**src/rtl/uf_axis_pkg.sv**
```systemverilog
// Shared types, tags and beat builders for the union-find AXI-Stream packer.
package uf_axis_pkg;

  localparam logic [3:0] TAG_REC = 4'h1;
  localparam logic [3:0] TAG_TRL = 4'hF;

  localparam int unsigned TagLo    = 60;
  localparam int unsigned FidxLo   = 44;
  localparam int unsigned TruncBit = 40;
  localparam int unsigned FirstBit = 36;

  typedef enum logic [1:0] {StIdle, StStream, StTrailer} state_e;

  function automatic logic [63:0] rec_beat(input logic [15:0] fidx, input logic first,
                                           input logic [35:0] rec);
    rec_beat = '0;
    rec_beat[63:TagLo]       = TAG_REC;
    rec_beat[59:FidxLo]      = fidx;
    rec_beat[FirstBit]       = first;
    rec_beat[35:0]           = rec;
  endfunction

  function automatic logic [63:0] trl_beat(input logic [15:0] fidx, input logic trunc,
                                           input logic [31:0] cnt);
    trl_beat = '0;
    trl_beat[63:TagLo]  = TAG_TRL;
    trl_beat[59:FidxLo] = fidx;
    trl_beat[TruncBit]  = trunc;
    trl_beat[31:0]      = cnt;
  endfunction

  function automatic logic [15:0] sat_inc16(input logic [15:0] v);
    sat_inc16 = (v == 16'hFFFF) ? v : v + 16'd1;
  endfunction

endpackage

```
**src/rtl/uf_pack_fifo.sv**
```systemverilog
// First-word-fall-through synchronous FIFO; push ignored when full, pop ignored when empty.
module uf_pack_fifo #(
  parameter int unsigned Width = 66,
  parameter int unsigned Depth = 4
) (
  input  logic             clk_i,
  input  logic             rst_ni,
  input  logic             push_i,
  input  logic [Width-1:0] wdata_i,
  input  logic             pop_i,
  output logic [Width-1:0] rdata_o,
  output logic             full_o,
  output logic             empty_o
);
  localparam int unsigned AW = $clog2(Depth);
  localparam logic [AW:0] PtrOne = 1;

  logic [Width-1:0] mem_q [Depth];
  logic [AW:0]      wptr_q, wptr_d, rptr_q, rptr_d;
  logic             do_push, do_pop;

  // Extra pointer MSB distinguishes full from empty when the indices match.
  assign full_o  = (wptr_q[AW] != rptr_q[AW]) && (wptr_q[AW-1:0] == rptr_q[AW-1:0]);
  assign empty_o = (wptr_q == rptr_q);
  assign do_push = push_i & ~full_o;
  assign do_pop  = pop_i & ~empty_o;
  assign rdata_o = mem_q[rptr_q[AW-1:0]];

  always_comb begin
    wptr_d = do_push ? wptr_q + PtrOne : wptr_q;
    rptr_d = do_pop  ? rptr_q + PtrOne : rptr_q;
  end

  always_ff @(posedge clk_i) begin
    if (!rst_ni) begin
      wptr_q <= '0;
      rptr_q <= '0;
    end else begin
      wptr_q <= wptr_d;
      rptr_q <= rptr_d;
    end
  end

  always_ff @(posedge clk_i) begin
    if (do_push) mem_q[wptr_q[AW-1:0]] <= wdata_i;
  end

endmodule

```
**src/rtl/uf_axis_packer.sv**
```systemverilog
// Frames union-find records into tagged 64-bit beats plus a per-frame trailer beat.
module uf_axis_packer
  import uf_axis_pkg::*;
#(
  parameter int unsigned FIFO_DEPTH = 4,
  parameter int unsigned CNT_W      = 32,
  parameter int unsigned FIDX_W     = 16
) (
  input  logic        clk,
  input  logic        rst_n,
  input  logic        i_s_valid,
  input  logic [35:0] i_s_data,
  input  logic        i_s_fstart,
  input  logic        i_s_last,
  output logic        o_s_ready,
  output logic        o_m_valid,
  output logic [63:0] o_m_data,
  output logic [7:0]  o_m_keep,
  output logic        o_m_user,
  output logic        o_m_last,
  input  logic        i_m_ready,
  output logic [15:0] o_drop_cnt,
  output logic [15:0] o_trunc_cnt
);
  state_e            state_q, state_d;
  logic [FIDX_W-1:0] fidx_q, fidx_d;
  logic [CNT_W-1:0]  cnt_q, cnt_d;
  logic              trunc_q, trunc_d;
  logic [15:0]       drop_q, drop_d, tcnt_q, tcnt_d;

  logic              s_ready, fifo_push, fifo_full, fifo_empty, miss_last;
  logic [65:0]       fifo_wdata, fifo_rdata;
  logic [15:0]       fidx16;

  assign fidx16 = 16'(fidx_q);

  always_comb begin
    state_d    = state_q;
    fidx_d     = fidx_q;
    cnt_d      = cnt_q;
    trunc_d    = trunc_q;
    drop_d     = drop_q;
    tcnt_d     = tcnt_q;
    s_ready    = 1'b0;
    fifo_push  = 1'b0;
    fifo_wdata = '0;
    miss_last  = i_s_valid & i_s_fstart;
    unique case (state_q)
      StIdle: begin
        s_ready = ~fifo_full;
        if (i_s_valid && s_ready) begin
          if (i_s_fstart) begin
            fifo_push  = 1'b1;
            fifo_wdata = {1'b1, 1'b0, rec_beat(fidx16, 1'b1, i_s_data)};
            cnt_d      = CNT_W'(1);
            state_d    = i_s_last ? StTrailer : StStream;
          end else begin
            drop_d = sat_inc16(drop_q);
          end
        end
      end
      StStream: begin
        s_ready = ~fifo_full & ~miss_last;
        // A new fstart closes the open frame even when no slot is free.
        if (miss_last) begin
          trunc_d = 1'b1;
          tcnt_d  = sat_inc16(tcnt_q);
          state_d = StTrailer;
        end else if (i_s_valid && s_ready) begin
          fifo_push  = 1'b1;
          fifo_wdata = {1'b0, 1'b0, rec_beat(fidx16, 1'b0, i_s_data)};
          cnt_d      = (cnt_q == '1) ? cnt_q : cnt_q + CNT_W'(1);
          if (i_s_last) state_d = StTrailer;
        end
      end
      StTrailer: begin
        if (!fifo_full) begin
          fifo_push  = 1'b1;
          fifo_wdata = {1'b0, 1'b1, trl_beat(fidx16, trunc_q, 32'(cnt_q))};
          fidx_d     = fidx_q + FIDX_W'(1);
          cnt_d      = '0;
          trunc_d    = 1'b0;
          state_d    = StIdle;
        end
      end
      default: state_d = StIdle;
    endcase
  end

  always_ff @(posedge clk) begin
    if (!rst_n) begin
      state_q <= StIdle;
      fidx_q  <= '0;
      cnt_q   <= '0;
      trunc_q <= 1'b0;
      drop_q  <= '0;
      tcnt_q  <= '0;
    end else begin
      state_q <= state_d;
      fidx_q  <= fidx_d;
      cnt_q   <= cnt_d;
      trunc_q <= trunc_d;
      drop_q  <= drop_d;
      tcnt_q  <= tcnt_d;
    end
  end

  uf_pack_fifo #(
    .Width(66),
    .Depth(FIFO_DEPTH)
  ) u_fifo (
    .clk_i  (clk),
    .rst_ni (rst_n),
    .push_i (fifo_push),
    .wdata_i(fifo_wdata),
    .pop_i  (i_m_ready),
    .rdata_o(fifo_rdata),
    .full_o (fifo_full),
    .empty_o(fifo_empty)
  );

  // Head contents are masked while empty so idle outputs read as zero.
  assign o_s_ready   = s_ready & rst_n;
  assign o_m_valid   = ~fifo_empty;
  assign o_m_user    = ~fifo_empty & fifo_rdata[65];
  assign o_m_last    = ~fifo_empty & fifo_rdata[64];
  assign o_m_data    = fifo_empty ? 64'd0 : fifo_rdata[63:0];
  assign o_m_keep    = 8'hFF;
  assign o_drop_cnt  = drop_q;
  assign o_trunc_cnt = tcnt_q;

endmodule

```
**config.mk**
```make
export PLATFORM = sky130hd
export DESIGN_NAME = uf_axis_packer
export DESIGN_NICKNAME = d
export VERILOG_FILES = /design/src/rtl/uf_axis_pkg.sv /design/src/rtl/uf_pack_fifo.sv /design/src/rtl/uf_axis_packer.sv
export SDC_FILE = /design/constraint.sdc
export NUM_CORES = 1
export LEC_CHECK = 0
export ABC_AREA = 1
export CAP_MARGIN = 20
export CORE_AREA = 8 8 199 277
export CTS_CLUSTER_DIAMETER = 30
export DETAILED_ROUTE_END_ITERATION = 10
export DIE_AREA = 0 0 207 285
export DONT_BUFFER_PORTS = 1
export GPL_ROUTABILITY_DRIVEN = 0
export HOLD_SLACK_MARGIN = 0.06
export SLEW_MARGIN = 0
export SYNTH_ARGS = -nofsm -noshare
export SYNTH_HDL_FRONTEND = slang
export SYNTH_SLANG_ARGS = --single-unit
```
**constraint.sdc**
```tcl
create_clock -name clk -period 6 [get_ports clk]
set_clock_uncertainty 0.05 [all_clocks]
set_input_delay 0.9 -clock clk [delete_from_list [all_inputs] [get_ports clk]]
set_output_delay 0.9 -clock clk [all_outputs]
set_load 0.05 [all_outputs]
```
* Yosys cells after proc, flatten, opt, wreduce, memory -nomap -nowiden
Memories as Yosys holds them, arrays and structs flattened. A register that Yosys moved wholly into a read port is not among the register bits.
Index checks and enable logic that the tools add are counted.
** Storage, ports and cells
- Flip-flop bits (word level) :: 89
- Memory bits (writable) :: 264
- Input bits :: 42
- Output and inout bits :: 108
- Logic and storage cells :: 93
- Memories :: 1
** Operators by class
- Add/sub/neg operators :: 6
- Equality and inequality tests :: 17
- Muxes and demuxes :: 36
- Bitwise logic cells :: 13
- Reductions and logical operators :: 12
** Memories
- u_fifo.mem_q :: depth 4, width 66, read ports 1, clocked after memory_dff 1, write ports 1, line uf_pack_fifo.sv:18 : logic [Width-1:0] mem_q [Depth];
** Operators with widths (count)
- one-hot mux 66 bit (3 select lines) :: 1
- 2-to-1 mux 32 bit :: 6
- 2-to-1 mux 66 bit :: 2
- 2-to-1 mux 61 bit :: 2
- one-hot mux 32 bit (3 select lines) :: 1
- 2-to-1 mux 65 bit :: 1
- 2-to-1 mux 64 bit :: 1
- adder 16 x 1 -> 16 bit, second input constant :: 3
- adder 32 x 1 -> 32 bit, second input constant :: 1
- == test 16 bit, second input constant :: 2
- == test 32 bit, second input constant :: 1
- 2-to-1 mux 2 bit :: 9
- != test 2 bit, second input constant :: 7
- 2-to-1 mux 1 bit :: 9
- bitwise AND 1 bit :: 7
- AND reduction 7 bit :: 1
- adder 3 x 1 -> 3 bit, second input constant :: 2
- != test 3 bit, second input constant :: 2
- NOT 1 bit :: 6
- one-hot mux 2 bit (3 select lines) :: 1
- AND reduction 3 bit :: 2
- AND reduction 5 bit :: 1
- one-hot mux 1 bit (2 select lines) :: 2
- AND reduction 4 bit :: 1
- other kinds (11) :: 13

* Depth between registers and ports, before layout
- Depth in word-level cells :: 11
- Gate-level depth with buffers :: 13
- Gate-level depth less buffers :: 13

* Cells and area by module
From an unflattened synthesis, not the netlist that was laid out.
** Second synthesis, totals
- Cell total of the unflattened synthesis :: 1776
- Area total of the unflattened synthesis :: 17031.3 um2
** By module, submodules not included
- uf_pack_fifo :: times used 1, cells each 712, area an instance 10837.9 um2, sequential area each 8087.8 um2
- uf_axis_packer :: times used 1, cells each 1064, area an instance 6193.4 um2, sequential area each 1661.6 um2

* Worst setup path before layout
Ideal clock, no wire load.
- Path type :: in2reg
- Start :: in i_s_fstart
- End :: mem u_fifo.mem_q[0][0], enable pin
- Setup time :: 0.470 ns
- Data arrival time :: 3.883 ns
- Required time :: 5.480 ns
- Setup slack :: 1.597 ns
- Stages :: 7
- Buffers on the path :: 1
- Path through :: nand2_1 > inv_1 > nand3_1 > nand3_1 > nand2_1 > buf_4 > nor2_1
** On the way
- Longest elaborated chain between the ends :: 10
- Elaborated cells on any way between the ends :: 12
- Those cells by class :: mux (7); bitwise (4); reduce/logical (1)
** RTL lines
- start: declaration :: line uf_axis_packer.sv:13 : input logic i_s_fstart,
- bitwise AND 1 bit :: line uf_axis_packer.sv:47 : miss_last = i_s_valid & i_s_fstart;
- NOT 1 bit :: line uf_axis_packer.sv:63 : s_ready = ~fifo_full & ~miss_last;
- bitwise AND 1 bit :: line uf_axis_packer.sv:63
- logical AND 1 bit :: line uf_axis_packer.sv:69 : end else if (i_s_valid && s_ready) begin
- 2-to-1 mux 1 bit :: line uf_axis_packer.sv:69
- 2-to-1 mux 1 bit :: line uf_axis_packer.sv:65 : if (miss_last) begin
- one-hot mux 1 bit (3 select lines) (*) :: line uf_axis_packer.sv:48 : unique case (state_q)
- bitwise AND 1 bit (*) :: line uf_pack_fifo.sv:25 : assign do_push = push_i & ~full_o;
- 2-to-1 mux 1 bit (*) :: line uf_pack_fifo.sv:45 : if (do_push) mem_q[wptr_q[AW-1:0]] <= wdata_i;
- 2-to-1 mux 1 bit (not written as such) (*) :: line uf_pack_fifo.sv:45
- end: declaration :: line uf_pack_fifo.sv:18
Mark *: on every way between the ends. The rest lies on a longest branch, timed or not.

* Final worst setup path
- Start :: reg u_fifo.wptr_q[1]
- End :: out o_m_data[61]
** On the way
- Longest elaborated chain between the ends :: 2
** RTL lines
- start: declaration :: line uf_pack_fifo.sv:19 : logic [AW:0] wptr_q, wptr_d, rptr_q, rptr_d;
- start signal: assignment :: line uf_pack_fifo.sv:39 : wptr_q <= wptr_d;
- == test 3 bit :: line uf_pack_fifo.sv:24 : assign empty_o = (wptr_q == rptr_q);
- 2-to-1 mux 64 bit :: line uf_axis_packer.sv:127 : assign o_m_data = fifo_empty ? 64'd0 : fifo_rdata[63:0];
- end: declaration :: line uf_axis_packer.sv:17 : output logic [63:0] o_m_data,
No other way between the ends.

==> run summary <==
commonest non-fill, non-tap cell in the layout = nor2_1
Pre-Repair DR Iteration Count = 5
Layout Nets = 1756
main area contributors after synthesis = edfxtp_1 (44%), dfxtp_1 (12%), nor2_1 (9.2%)
GRT Residual Overflow = 0
combinational power share = 40.7%
CTS buffer count = 46
Area Growth Syn to Fin = 14.2%
Detailed Route WL = 39.4 mm
Root Driver = clkbuf_16
setup repair bufs after CTS = 0
Top cell by count, worst path = nand2_1
Cell Chain, Critical Path = inv_1 > nand2_1 > nand2_1 > nand4_1 > buf_4 > nand2_1 > inv_2
Clk pwr share = 28.0%
cts repair resizes = 0
CTS Sinks = 315
fin. max-slew vios = 0
Worst Path Class, Setup = reg -> out
CTS max path bufs = 3
DR vias/cell = 4.84
Design Power = 9590 uW
CTS H-tree depth = 2
endpoint type of the worst setup path = primary output
Period minus WS final = 3.83 ns
Setup TNS = 0 ns
Crit path largest cell delay = 0.71 ns
Final Hold Vio Count = 0
Worst IR Drop VDD = 0.259 mV
Avg Cell Area, Syn = 8.75 um2
first-pass GRT wire length = 61.6 mm
register area share after synthesis = 56.5%
outcome = complete, no violations
Initial Util = 29.8%
slowest CP cell = inv_2
final setup violation count = 0
net load switching power = 4460 uW
worst slew pin tran = 1.08 ns
Clock Latency Late Sink = 0.56 ns
Internal Power = 5130 uW
Clock transition at path regs = 0.06 ns
vias in the first global route = 11300
uppermost layer routed = met5
num rows = 98
DR DRC count = 0
TritonCTS clock tree = yes
post-synth top area share = 44.5%
routed len/inst = 16.5 um
wire length on met2 = 19.2 mm
met3 WL = 2.29 mm
Syn Inst Count = 1727
Peak Freq = 0.261 GHz
IO buf count = 0
Ys Warns = 0
most frequent cells in the layout = nor2_1 (366), nand2_1 (313), edfxtp_1 (224)
Vias = 11600
share of cells above drive strength 1 = 6.85%
Required @ worst endpoint = 5.05 ns
final period utilization = 63.8%
Die Area = 59000 um2
crit-path max FO = 58
largest net degree at the start of global routing = 113
pwr/cell area = 556 nW/um2
Hold/Removal Path Class = reg -> reg
GR Util All Layers = 12.8%
Sw Ratio = 46.5%
main flop type after synthesis = edfxtp_1
Distinct cells, synth = 38
wl on met1 = 16.6 mm
Post-DP HPWL = 26.8 mm
antenna violations before repair = 10
#FFs+latches synth = 315
cts hold-fix bufs = 0
IO Count = 150
post-synth top area cell = edfxtp_1
Post-Syn Area = 15100 um2
share of power burned in registers = 31.3%
antenna viol nets, final = 0
number of flops mapped to enable cells by yosys = 224
Setup crit start kind = flop
Worst Path Arrival = 2.88 ns
MaxCap Viol Count = 0
Slew Limit Headroom = 27.7%
Core ar. = 50800 um2
Post-synth ARST share = 0%
Starting DRT DRC Count = 716
Leak Pwr = 0.00639 uW
die height = 285 um
RSZ-0062 raised after global routing = no
Die W = 207 um
[logic make-up after synthesis]
kind of cell             synth area share (%)
adder cells (fa/ha/maj)                  1.08
XOR/XNOR                                 1.32
AND/OR/NAND/NOR                          22.1
other                                  0.0497
buffers and inverters                    8.28
flip-flops                               56.5
AO/OA/AOI/OAI                            10.7
[per-layer routing]
metal  global-route usage (%)  up-vias
met3                     3.10       80
met1                     14.9     5465
met2                     22.3      300
met4                     5.35       12
li1                         -     5707
met5                        0        -
[Yosys cell counts (2+ instances only)]
cell / n
nor2_1: 370
nand2_1: 313
edfxtp_1: 224
inv_1: 191
dfxtp_1: 91
o21ai_0: 86
nand3_1: 68
a21oi_1: 64
o32ai_1: 56
clkbuf_1: 44
nand4_1: 37
a22oi_1: 32
buf_2: 22
buf_4: 22
nor3_1: 16
xor2_1: 15
ha_1: 13
o21ai_1: 13
buf_1: 10
xnor2_1: 6
a21oi_2: 4
buf_6: 4
nor4_1: 4
nand2_2: 3
a31oi_1: 2
conb_1: 2
inv_2: 2
nor3b_1: 2
or2_2: 2
[power groups by stage]
stage	Clock, uW	Sequential (uW)	Combinational (uW)
after floorplan	0	3010	3280
after global placement	0	3070	3830
after detailed placement	0	3090	3890
after CTS	2740	3040	3900
after global routing	2830	3040	4240
final	2680	3010	3900
[sequential cells by signal (all words and copies together) (netlist names), named ones only]
name / cells
cnt_q: 32
fidx16: 16
o_drop_cnt: 16
o_trunc_cnt: 16
state_q: 2
trunc_q: 1
u_fifo.mem_q: 224
u_fifo.rptr_q: 3
u_fifo.wptr_q: 3
[worst paths after layout]
check                           cells after the start             endpoint  slack, ns              from
worst max-delay path                                7         o_m_data[61]       2.17  u_fifo.wptr_q[1]
worst min-delay path                                2           fidx16[14]       0.42        fidx16[14]
worst max register to register                      7  u_fifo.mem_q[0][14]       2.24        state_q[1]
worst min register to register                      2           fidx16[14]       0.42        fidx16[14]
[critical path, delay by kind of cell (launching register included)]
| kind | cells | cell delay, ns |
|---|---|---|
| buffers and inverters | 3 | 1.39 |
| and+or+nand+nor | 4 | 0.49 |
| DFF | 1 | 0.39 |
[cell type report]
cell class / count / area, um2
multi-input cells: 1128 / 5400
clock buffers: 54 / 1230
fillers: 5190 / 33500
diodes: 4 / 10.0
inverters: 194 / 729
repair buffers: 16 / 200
flip-flops and latches: 315 / 8560
well taps: 650 / 813
clock inverters: 30 / 328
[stage by stage]
step | cell area [um2] | setup slack, ns | utilization [%] | std cells | hold slack [ns]
floorplan | 15200 | 1.60 | - | 1739 | 0.389
global placement | 15600 | 2.21 | 30.7 | 2299 | 0.409
detailed placement | 15600 | 2.15 | 30.8 | 2300 | 0.409
CTS | 17200 | 1.97 | 33.8 | 2384 | 0.415
global route | 17300 | 1.94 | 34.0 | 2390 | 0.421
finish | 17300 | 2.17 | 34.0 | 2391 | 0.418
Power figures use the tool's default switching activity.
==> RTL edit, RTL diff (same flow settings) <==
The 3 states of `state_e` get a one-hot encoding in 3 bits.
--- a/src/rtl/uf_axis_pkg.sv
+++ b/src/rtl/uf_axis_pkg.sv
@@ -11,3 +11,3 @@
 
-  typedef enum logic [1:0] {StIdle, StStream, StTrailer} state_e;
+  typedef enum logic [2:0] {StIdle = 3'b001, StStream = 3'b010, StTrailer = 3'b100} state_e;
 
Check against the original RTL: same outputs for any inputs over 4 cycles, from zero or initial values and one cycle with rst_n low; so few cycles prove little.
==> RTL edit against the unedited design <==
Total power down 5.4%; critical path depth fell by 2; final cell count down 1.1%; setup slack got worse by 0.16 ns; non-clock buffer count is 2 lower; clock power grew 18%; area after synthesis fell by 1.8%; cell area barely moved; sequential cell count is 1 higher; synthesized cell count is 2.6% lower; wire length up 1.4%; via count decreased by 1.9%; die area is the same.
==> RTL edit: results (changes against the unedited design) <==
* Worst Hold Depth: 1 (was 2)
- Inserted Clock Buffers: 52 (was 46)
- Number of distinct standard cells referenced by the synthesized netlist: 32 (was 38)
- Dpl hpwl: 26950 um (was 26780 um)
- The number of cells on the worst reg-to-reg path is 9 (was 7).
* Pin count of the biggest net entering global routing: 109 (was 113)
- The overall track demand over capacity in global routing came to 12.85% (was 12.80%).
- Share of final-layout standard cells stronger than drive strength 1: 7.679% (was 6.851%)
* Clock tree cell share of total cell area: 10.91% (was 9.038%)
- DRT Wirelength: 39990 um (was 39440 um)
- The peak per-stage delay on the critical path is 0.81 ns (was 0.71 ns).
- Latest clock arrival within the worst-skew pair: 0.58 ns (was 0.56 ns)
- The via density per instance came to 4.795 (was 4.836).
- Crit path time final: 3.983 ns (was 3.828 ns)
- The fraction of standard cell area in multi-input logic is 30.20% (was 31.25%).
- Buffer share of cell area: 0.7542% (was 1.160%)
* Vias in the first global route: 11133 (was 11308)
* Outcome: finished clean (unchanged)
* R2R Path Start: u_fifo.wptr_q[1] (was state_q[1])
- The initial antenna violation count came to 9 (was 10).
* Fin util: 33.99% (was 34.01%)
* Sequential cell area in the final layout: 0.008576 mm^2 (was 0.008556 mm^2)
* End point of the most critical hold path: state_q[0] (was fidx16[14])
- The number of signal-net buffers in the layout is 14 (was 16).
- Final antenna diode count: 9 (was 4)
- # fillers: 5212 (was 5190)
- The register area share after synthesis came to 57.70% (was 56.54%).
* Setup slack after placement: 2.569 ns (was 2.152 ns)
- Destination of the critical timing path: o_m_data[17] (was o_m_data[61])
* Number of nets in the layout: 1714 (was 1756)
- The reg-to-reg endpoint is u_fifo.mem_q[3][33] (was u_fifo.mem_q[0][14]).
* Wire length of the first global-routing pass: 61280 um (was 61600 um)
- Layout Area Growth over Synthesis: 16.18% (was 14.18%)
- R2R setup slack: 2.72 ns (was 2.24 ns)
- The number of ordinary inverters in the final layout was 165 (was 194).
- The sequential cell area share came to 49.70% (was 49.56%).
- Final Hold Slack: 0.4080 ns (was 0.4181 ns)
- The violation count after the first detailed-route iteration is 590 (was 716).
* Standby leakage power: 6.048 nW (was 6.394 nW)
* Leading post-synthesis cells by cell area: edfxtp_1 45%, dfxtp_1 12%, nand2_1 8.8%, nor2_1 8.1%, inv_1 4.1% (was edfxtp_1 44%, dfxtp_1 12%, nor2_1 9.2%, nand2_1 7.8%, inv_1 4.7%)
* Worst slew pin tran: 1.109 ns (was 1.082 ns)
* VDD IR max: 299.3 uV (was 259.1 uV)
-- RTL edit: cell types whose count changed after synthesis, moves of 18 or more --
cell	before	now
a21oi_1	64	84
a22oi_1	32	0
inv_1	191	164
nand2_1	313	350
nand3_1	68	86
nand4_1	37	10
nor2_1	370	322
o21ai_0	86	110
-- RTL edit: cell families (layout without fill, tap and decap cells) --
group / Yosys count / count (layout) / share of synthesized area (%)
compound gates: 260 / 260 / 10.41
simple gates: 803 / 803 / 21.91
buf+inv: 264 / 276 / 7.524
fa+ha+maj: 9 / 9 / 0.7583
flops: 316 / 316 / 57.70
other cells: 2 / 23 / 0.05057
xor+xnor: 28 / 28 / 1.651
-- RTL edit: metal layers --
layer	wire [um]	track usage, %
met5	32	0
met2	19090	21.69
met1	15740	14.17
met3	2881	3.788
met4	2248	7.859
-- RTL edit: where the power goes --
part,switching (mW),internal [mW]
sequential,0.135,2.55
combinational,2.71,0.533
clock,1.16,2.00
